## config.mk

```make
export PLATFORM = sky130hd
export DESIGN_NAME = trace_monitor
export DESIGN_NICKNAME = d
export VERILOG_FILES = /design/src/rtl/trace_monitor_pkg.sv /design/src/rtl/trace_fifo.sv /design/src/rtl/trace_monitor.sv
export SDC_FILE = /design/constraint.sdc
export NUM_CORES = 2
export LEC_CHECK = 0
export BUFFER_PORTS_ARGS = -buffer_cell sky130_fd_sc_hd__clkbuf_2
export CORE_ASPECT_RATIO = 1.4
export CORE_MARGIN = 2
export CORE_UTILIZATION = 30
export CTS_CLUSTER_SIZE = 30
export DETAILED_ROUTE_END_ITERATION = 10
export MAX_ROUTING_LAYER = met4
export PLACE_DENSITY_LB_ADDON = 0.05
export SETUP_SLACK_MARGIN = 0.15
export SYNTH_ARGS = -nofsm -noshare
export SYNTH_HDL_FRONTEND = slang
export SYNTH_SLANG_ARGS = --single-unit
```

## constraint.sdc

```tcl
create_clock -name clk -period 17.82 [get_ports clk]
set_input_delay 3.564 -clock clk [delete_from_list [all_inputs] [get_ports clk]]
set_output_delay 3.564 -clock clk [all_outputs]
set_load 0.01 [all_outputs]
```

## src/rtl/trace_monitor_pkg.sv

```systemverilog
// Shared types for the trace monitor: FSM states, record kinds and the trace record layout.
package trace_monitor_pkg;

   // Widest PC/data path a record can carry; narrower XLEN values zero-extend into it.
   localparam int XLEN_MAX = 64;

   typedef enum logic [1:0] {
      ST_IDLE  = 2'd0,
      ST_RUN   = 2'd1,
      ST_DONE  = 2'd2,
      ST_FAULT = 2'd3
   } mon_state_e;

   typedef enum logic [1:0] {
      KIND_NONE = 2'd0,
      KIND_WB   = 2'd1,
      KIND_ST   = 2'd2,
      KIND_LD   = 2'd3
   } trc_kind_e;

   typedef struct packed {
      trc_kind_e             kind;
      logic [XLEN_MAX-1:0]   pc;
      logic [XLEN_MAX-1:0]   d0;
      logic [XLEN_MAX-1:0]   d1;
   } trc_rec_t;

   function automatic logic [15:0] sat_inc16(input logic [15:0] v);
      return (v == 16'hFFFF) ? v : v + 16'd1;
   endfunction

endpackage

```

## src/rtl/trace_fifo.sv

```systemverilog
// Show-ahead record buffer with valid/ready on both sides; output data reads as zero when empty.
module trace_fifo #(
   parameter int WIDTH = 8,
   parameter int DEPTH = 16
) (
   input  logic             clk,
   input  logic             reset_n,
   input  logic             flush,
   input  logic             in_valid,
   output logic             in_ready,
   input  logic [WIDTH-1:0] in_data,
   output logic             out_valid,
   input  logic             out_ready,
   output logic [WIDTH-1:0] out_data,
   output logic             full
);

   localparam int AW = (DEPTH > 1) ? $clog2(DEPTH) : 1;

   // Pointers carry one extra wrap bit so full and empty are distinguishable.
   logic [AW:0]      wr_ptr;
   logic [AW:0]      rd_ptr;
   logic [AW:0]      count;
   logic             push;
   logic             pop;
   logic [WIDTH-1:0] mem [DEPTH];

   assign count     = wr_ptr - rd_ptr;
   assign full      = (count == (AW+1)'(DEPTH));
   assign out_valid = (wr_ptr != rd_ptr);
   assign pop       = out_valid & out_ready;
   // A full buffer still accepts when the head leaves on the same edge.
   assign in_ready  = ~full | pop;
   assign push      = in_valid & in_ready;
   assign out_data  = out_valid ? mem[rd_ptr[AW-1:0]] : '0;

   always_ff @(posedge clk or negedge reset_n) begin
      if (!reset_n) begin
         wr_ptr <= '0;
         rd_ptr <= '0;
      end else if (flush) begin
         wr_ptr <= '0;
         rd_ptr <= '0;
      end else begin
         if (push) wr_ptr <= wr_ptr + 1'b1;
         if (pop)  rd_ptr <= rd_ptr + 1'b1;
      end
   end

   always_ff @(posedge clk) begin
      if (push && !flush) mem[wr_ptr[AW-1:0]] <= in_data;
   end

endmodule

```

## src/rtl/trace_monitor.sv

```systemverilog
// Core execution trace monitor: run/stop FSM with timeout, halt and misalign detection,
// plus a per-cycle record mux feeding a show-ahead trace buffer.
//
// state    | meaning
// ---------+-------------------------------------------------------------
// ST_IDLE  | waiting for en; counters hold
// ST_RUN   | counting cycles, watching pc, emitting one record per event
// ST_DONE  | stopped on halt or timeout; sticky until clr
// ST_FAULT | stopped on misaligned pc; sticky until clr
module trace_monitor
   import trace_monitor_pkg::*;
#(
   parameter int          XLEN        = 32,
   parameter int          DEPTH       = 16,
   parameter int unsigned MAX_CYCLES  = 2000,
   parameter int          HALT_REPEAT = 4
) (
   input  logic            clk,
   input  logic            reset_n,
   input  logic            en,
   input  logic            clr,
   input  logic [XLEN-1:0] pc,
   input  logic [31:0]     instr,
   input  logic            reg_write,
   input  logic [4:0]      rd,
   input  logic [XLEN-1:0] wb_data,
   input  logic            mem_write,
   input  logic            mem_read,
   input  logic [XLEN-1:0] mem_addr,
   input  logic [XLEN-1:0] mem_wdata,
   input  logic [XLEN-1:0] mem_rdata,
   output logic            trc_valid,
   input  logic            trc_ready,
   output logic [1:0]      trc_kind,
   output logic [XLEN-1:0] trc_pc,
   output logic [XLEN-1:0] trc_d0,
   output logic [XLEN-1:0] trc_d1,
   output logic [1:0]      state,
   output logic            timeout,
   output logic            halted,
   output logic            misalign,
   output logic [XLEN-1:0] fault_pc,
   output logic [31:0]     cycle_cnt,
   output logic [15:0]     drop_cnt
);

   localparam int REC_W = 2 + 3*XLEN;

   mon_state_e       state_q;
   mon_state_e       state_d;
   logic [31:0]      cyc_inc;
   logic [31:0]      rep_cnt;
   logic [31:0]      rep_inc;
   logic [XLEN-1:0]  prev_pc;
   logic             prev_valid;
   logic             run;
   logic             misal;
   logic             same_pc;
   logic             halt_hit;
   logic             tmo_hit;
   trc_rec_t         rec_d;
   logic             push_req;
   logic             fifo_in_ready;
   logic             fifo_full;
   logic             drop;
   logic [REC_W-1:0] fifo_in;
   logic [REC_W-1:0] fifo_out;

   assign run      = (state_q == ST_RUN);
   assign misal    = (pc[1:0] != 2'b00);
   assign cyc_inc  = cycle_cnt + 32'd1;
   assign tmo_hit  = (cyc_inc >= 32'(MAX_CYCLES));
   // prev_valid keeps the very first RUN cycle from matching a stale pc.
   assign same_pc  = prev_valid && (pc == prev_pc);
   assign rep_inc  = same_pc ? rep_cnt + 32'd1 : 32'd0;
   assign halt_hit = same_pc && (rep_inc >= 32'(HALT_REPEAT - 1));

   always_ff @(posedge clk or negedge reset_n) begin
      if (!reset_n) state_q <= ST_IDLE;
      else          state_q <= state_d;
   end

   always_comb begin
      state_d = state_q;
      case (state_q)
         ST_IDLE: if (en) state_d = ST_RUN;
         ST_RUN: begin
            if (misal)                   state_d = ST_FAULT;
            else if (halt_hit || tmo_hit) state_d = ST_DONE;
            else if (!en)                state_d = ST_IDLE;
         end
         ST_DONE:  state_d = ST_DONE;
         ST_FAULT: state_d = ST_FAULT;
         default:  state_d = ST_IDLE;
      endcase
      if (clr) state_d = ST_IDLE;
   end

   always_comb begin
      rec_d    = '0;
      rec_d.pc = XLEN_MAX'(pc);
      if (mem_write) begin
         rec_d.kind = KIND_ST;
         rec_d.d0   = XLEN_MAX'(mem_addr);
         rec_d.d1   = XLEN_MAX'(mem_wdata);
      end else if (mem_read) begin
         rec_d.kind = KIND_LD;
         rec_d.d0   = XLEN_MAX'(mem_addr);
         rec_d.d1   = XLEN_MAX'(mem_rdata);
      end else if (reg_write && (rd != 5'd0)) begin
         rec_d.kind = KIND_WB;
         rec_d.d0   = XLEN_MAX'(rd);
         rec_d.d1   = XLEN_MAX'(wb_data);
      end
      // The faulting cycle never produces a record.
      push_req = run && !misal && !clr && (rec_d.kind != KIND_NONE);
   end

   assign state = state_q;

   always_ff @(posedge clk or negedge reset_n) begin
      if (!reset_n) begin
         cycle_cnt  <= '0;
         rep_cnt    <= '0;
         prev_pc    <= '0;
         prev_valid <= 1'b0;
         timeout    <= 1'b0;
         halted     <= 1'b0;
         misalign   <= 1'b0;
         fault_pc   <= '0;
      end else if (clr) begin
         cycle_cnt  <= '0;
         rep_cnt    <= '0;
         prev_pc    <= '0;
         prev_valid <= 1'b0;
         timeout    <= 1'b0;
         halted     <= 1'b0;
         misalign   <= 1'b0;
         fault_pc   <= '0;
      end else if (run) begin
         cycle_cnt  <= cyc_inc;
         rep_cnt    <= rep_inc;
         prev_pc    <= pc;
         prev_valid <= 1'b1;
         if (misal) begin
            misalign <= 1'b1;
            fault_pc <= pc;
         end else if (halt_hit) begin
            halted <= 1'b1;
         end else if (tmo_hit) begin
            timeout <= 1'b1;
         end
      end
   end

   assign drop = push_req & ~fifo_in_ready;

   always_ff @(posedge clk or negedge reset_n) begin
      if (!reset_n)  drop_cnt <= '0;
      else if (clr)  drop_cnt <= '0;
      else if (drop) drop_cnt <= sat_inc16(drop_cnt);
   end

   assign fifo_in = {rec_d.kind, rec_d.pc[XLEN-1:0], rec_d.d0[XLEN-1:0], rec_d.d1[XLEN-1:0]};

   trace_fifo #(
      .WIDTH (REC_W),
      .DEPTH (DEPTH)
   ) u_fifo (
      .clk       (clk),
      .reset_n   (reset_n),
      .flush     (clr),
      .in_valid  (push_req),
      .in_ready  (fifo_in_ready),
      .in_data   (fifo_in),
      .out_valid (trc_valid),
      .out_ready (trc_ready),
      .out_data  (fifo_out),
      .full      (fifo_full)
   );

   assign {trc_kind, trc_pc, trc_d0, trc_d1} = fifo_out;

   // Bits that are carried for width-independence but never reach an output.
   generate
      if (XLEN < XLEN_MAX) begin : g_rec_hi
         logic unused_rec_hi;
         assign unused_rec_hi = ^{rec_d.pc[XLEN_MAX-1:XLEN], rec_d.d0[XLEN_MAX-1:XLEN],
                                  rec_d.d1[XLEN_MAX-1:XLEN]};
      end
   endgenerate

   logic unused_misc;
   assign unused_misc = ^{instr, fifo_full};

endmodule

```

Yosys cells after proc, flatten, opt, wreduce, memory -nomap -nowiden. Memory sizes are Yosys's and may differ from the RTL's. Cells that the tools add are included.

$add $sub $neg: 6. Order comparisons: 2. Equality and inequality tests: 12. Multiplexer cells: 46. Bitwise logic cells: 6. Reduce and logical (&&, ||, !) cells: 26.

Operator list (number): 32-bit 2-to-1 mux (10); 96-bit 2-to-1 mux (2); 98-bit 2-to-1 mux (1); 69-bit 2-to-1 mux (1); 32-bit by 1-bit adder with 32-bit output, second input constant (2); 16-bit 2-to-1 mux (3); 32-bit == test (1); 32-bit by 11-bit >= comparator with 1-bit output, second input constant (1); 32-bit by 2-bit >= comparator with 1-bit output, second input constant (1); 5-bit 2-to-1 mux (4); 2-bit nonzero test (9); 1-bit 2-to-1 mux (17); 16-bit by 1-bit adder with 16-bit output, second input constant (1); 16-bit == test, second input constant (1); 2-bit 2-to-1 mux (7); 5-bit by 1-bit adder with 5-bit output, second input constant (2); 2-bit one-hot mux with 4 select lines (1); 1-bit logical AND (7); 2-bit inequality test, second input constant (3); 2-bit AND reduction (3); 5-bit == test, second input constant (1); 5-bit by 3-bit inequality test with 1-bit output, second input constant (1); 5-bit inequality test (1); 5-bit nonzero test (1); 12 further kinds (17).

Register bits: 160. Bits in writable memories: 1568. Bits of input ports: 205. Output and inout port bits: 184. Word-level logic and storage cells: 111. Memories: 1.

Memories: u_fifo.mem (depth 16, bits a word 98, rd ports 1, clocked after Yosys merged registers in 0, wr ports 1, line trace_fifo.sv:26) `logic [WIDTH-1:0] mem [DEPTH];`.

Longest topological paths before layout.
Depth in word-level cells: 11. Mapped depth: 13. Depth with buffers taken out: 9.

Cells and area by module. From an unflattened synthesis, not the netlist that was laid out.

Cells, all modules: 3594. Area total of the unflattened synthesis: 70227.4 sq um.

Modules (own cells, without submodules): trace_fifo (instances 1, cells an instance 2386, area an instance 60780.8 sq um, seq. area each 47335.4 sq um); trace_monitor (instances 1, cells an instance 1208, area an instance 9446.6 sq um, seq. area each 3753.6 sq um).

Least setup slack after synthesis. OpenSTA, ideal clock, no wires.

Kind: input to register. From: input clr. To: memory u_fifo.mem[3][0] (netlist bit) (enable). Library setup time: 0.675 ns. Arrival time: 11.303 ns. Data required time: 17.145 ns. Setup slack: 5.842 ns. Cell stages on the path: 8. Path buffers: 2. Cell sequence: clkbuf_1 > clkinv_1 > nand3_1 > a21oi_1 > nor2b_1 > clkbuf_1 > nand2_1 > nor3_1.

Word-level cells in the longest chain between the ends: 7.

Ends and longest elaborated chain: start: declaration (line trace_monitor.sv:21) `input logic clr,`; 1-bit zero test (*) (line trace_fifo.sv:51, trace_monitor.sv:116); 1-bit logical AND (2 in series) (line trace_monitor.sv:116) `push_req = run && !misal && !clr && (rec_d.kind != KIND_NONE);`; 1-bit AND (line trace_fifo.sv:34) `assign push = in_valid & in_ready;`; 1-bit logical AND (*) (line trace_fifo.sv:51) `if (push && !flush) mem[wr_ptr[AW-1:0]] <= in_data;`; 1-bit 2-to-1 mux (*) (line trace_fifo.sv:51); 1-bit 2-to-1 mux (not written as such) (*) (line trace_fifo.sv:51); end: declaration (line trace_fifo.sv:26).

Every way passes the cells marked *; elsewhere a longest branch is shown, timed or not.

Worst setup path in the final report.
From: register u_fifo.rd_ptr[1]. To: output trc_d0[27].

Word-level cells in the longest chain between the ends: 2. Elaborated cells between the ends (all ways): 3. Those cells by class: eq/ne: 1; mux: 1; memory: 1.

Ends and longest elaborated chain: start: declaration (line trace_fifo.sv:22) `logic [AW:0] rd_ptr;`; start signal: assignment (line trace_fifo.sv:46) `if (pop) rd_ptr <= rd_ptr + 1'b1;`; memory 16 x 98 bit or 5-bit inequality test (tied branches); 98-bit 2-to-1 mux (*) (line trace_fifo.sv:35) `assign out_data = out_valid ? mem[rd_ptr[AW-1:0]] : '0;`; end: declaration (line trace_monitor.sv:36) `output logic [XLEN-1:0] trc_d0,`.

Marked as above.

==> reports/results.tsv <==
stage	metric	value	unit
power	ir_drop	0.0764	mV
placement	dp_slack	8.80	ns
floorplan	start_util	0.301	
drt	drtIter0Drc	2452	
floorplan	pin_count	389	
drt	post-route-drc-count	0	
global_routing	grt_pass1_wl	295000	microns
clock_tree	cts_made_buffers	190	
floorplan	std_cell_rows	209	
power	total_leakage_power	25.7	nW
logic_synthesis	synth_largest_area_cell	edfxtp_1	
clock_tree	cts_resized	0	
logic_synthesis	synth_cell_types	69	
worst_setup_path	cp-end-kind	output port	
sta	finalSetupTns	0	ns
sta	post-route-period-util	0.504	
layout	drive_gt1_frac	0.296	
placement	io_buffer_count	356	
drt	vias	35969	
logic_synthesis	synth_common_cells	edfxtp_1 (1568), mux4_2 (490), nand2_1 (233), clkbuf_1 (170), dfrtp_1 (160)	
clock_tree	cts_num_sinks	1728	
clock_tree	holdBufCountCts	0	
logic_synthesis	synth.most_common_cell	edfxtp_1	
floorplan	die-area	236000	sq um
floorplan	dieWidth	411	microns
placement	dpl.cell_count	6904	
drt	drt-total-wl	207000	microns
clock_tree	cts_tree	built	
clock_tree	htree_levels	4	
run	cap_violations	0	
sta	drv_slew	0	
logic_synthesis	synth_top_area_share	0.676	
power	power	8.68	mW
clock_tree	clock_path_buffers	4	
logic_synthesis	ys_seq_elements	1728	
logic_synthesis	ys_seq_area_frac	0.734	
sta	relSlewSlack	0.109	
logic_synthesis	synth_edf_count	1568	
logic_synthesis	async_flop_share	0.0926	
sta	setup_viol_count_final	0	
worst_hold_path	hold_class	flip-flop to flip-flop	
drt	vias_per_cell	4.97	
global_routing	antenna_found_initial	11	
power	p_per_area	107	nW/um^2
placement	placed_area	75500	sq um
layout	nets	4255	
logic_synthesis	netlist_top_cells_area	edfxtp_1 (68%), mux4_2 (16%), dfrtp_1 (5.8%)	
worst_setup_path	critical_path.startpoint_type	flip-flop	
sta	finalWorstSetupSlack	8.84	ns
placement	globalplace.congestion	0.760	
logic_synthesis	syn_inst	3605	
clock_tree	cts_setup_buffers	0	
logic_synthesis	synth_top_flop_cell	edfxtp_1	
sta	worstMarginPinSlew	1.33	ns
floorplan	dieHeight	574	microns
worst_setup_path	arrival	5.42	ns
sta	period_minus_slack	8.98	ns
drt	ant_nets	0	
layout	stdcell_count	7241	
logic_synthesis	syn_area	69600	sq um
drt	wl_per_cell	28.5	microns
drt	dr.pass1.iters	5	
worst_setup_path	worst-path-max-fanout	135	
worst_setup_path	worstSetupPathType	flip-flop to output port	
sta	rsz0062_at_grt	no	
global_routing	grt_start_max_net_pins	136	
floorplan	core	231000	sq um
clock_tree	clk_transition_reported_paths	0.06	ns
logic_synthesis	ys_warn_count	0	
sta	hold_viol	0	
layout	fin_area	81300	sq um
global_routing	grt_pass1_vias	39232	
sta	timing.hold.ws	0.514	ns
sta	finClkSkew	0.0383	ns
placement	hpwl	108000	microns
layout	fill_cells	21922	
outcome	status	completed	
global_routing	track_usage	0.180	
worst_setup_path	cp.required	14.26	ns
layout	fin_util	0.352	
clock_tree	clock_latency	0.84	ns
layout	syn2layout_area_growth	16.8	%
clock_tree	clock-root-buffer	clkbuf_16	
logic_synthesis	synth_fp_nets	3823	
global_routing	gr-total-overflow	0	
logic_synthesis	syn-mean-instance-area	19.3	sq um
sta	clock.fmax	111	MHz
-- metal layers --
metal	routed length (microns)	track usage	up-vias
met5	0	-	-
met3	8760	0.0280	256
met1	89300	0.230	19418
li1	-	-	15501
met2	104000	0.300	794
met4	4240	0.0408	0
-- power by group --
part	switching [mW]	internal (mW)	total, mW
registers	0.0154	4.46	4.48
logic	0.273	0.155	0.427
clock network	1.61	2.16	3.77
-- state kept, by name, indices dropped and copies added (netlist names) --
signal and cells:
prev_valid 1, drop_cnt 16, state 2, u_fifo.rd_ptr 5, fault_pc 32, u_fifo.mem 1568
rep_cnt 32, halted 1, misalign 1, timeout 1, u_fifo.wr_ptr 5, prev_pc 32
cycle_cnt 32
-- path summary, 6_finish.rpt --
check | depth (start not counted) | slack (ns) | from | endpoint
max reg2reg | 10 | 12.27 | u_fifo.rd_ptr[1] | u_fifo.mem[15][62]
max | 7 | 8.84 | u_fifo.rd_ptr[1] | trc_d0[27]
min in group asynchronous | 1 | 2.76 | reset_n | rep_cnt[31]
min | 2 | 0.51 | misalign | misalign
min reg2reg | 2 | 0.51 | misalign | misalign
max in group asynchronous | 3 | 13.26 | reset_n | u_fifo.rd_ptr[2]
-- final cells by class --
type	instances	area, sq um	share of cell area
inverters	18	75.1	0.000923
flip-flops and latches	1728	51100	0.629
diodes	4	10.0	0.000123
clock inverters	97	759	0.00934
repair buffers	459	2720	0.0335
well taps	3059	3830	0.0471
clock buffers	236	5030	0.0619
multi-input cells	1640	17800	0.219
-- cell families after synthesis --
group / share of synthesized area
mux: 0.160
fa+ha+maj: 0.00234
xor+xnor: 0.0114
compound gates: 0.0220
simple gates: 0.0573
flops: 0.734
buf+inv: 0.0130
-- cells in the final DEF (no fill, tap or decap), types with 9 or more instances in the layout --
master and n:
clkinv_2 28, mux4_2 490, nor2_4 13, nor3_1 20, mux2i_1 9, nor3b_1 38
clkbuf_2 352, clkbuf_16 194, bufinv_16 12, dfrtp_1 157, or4_1 16, inv_1 15
xor2_1 20, buf_4 91, xnor2_1 71, ha_1 13, edfxtp_1 1568, nor2_1 99
o21ai_0 63, nand3_1 50, a21oi_1 138, nand4_1 50, and3_1 13, clkbuf_1 40
nor4_1 32, and4_1 9, nand2_1 233, buf_12 12, clkinv_1 50, and2_1 128
or3_1 25
-- critical path, stage by stage, from the launching register on --
cell and delay (ns):
dfrtp_4 0.98, buf_4 0.76, buf_4 0.61, buf_12 0.71
mux4_2 0.43, mux4_2 0.47, and2_1 0.29, clkbuf_2 0.18
Note: power is estimated with default switching activity, not from simulation.
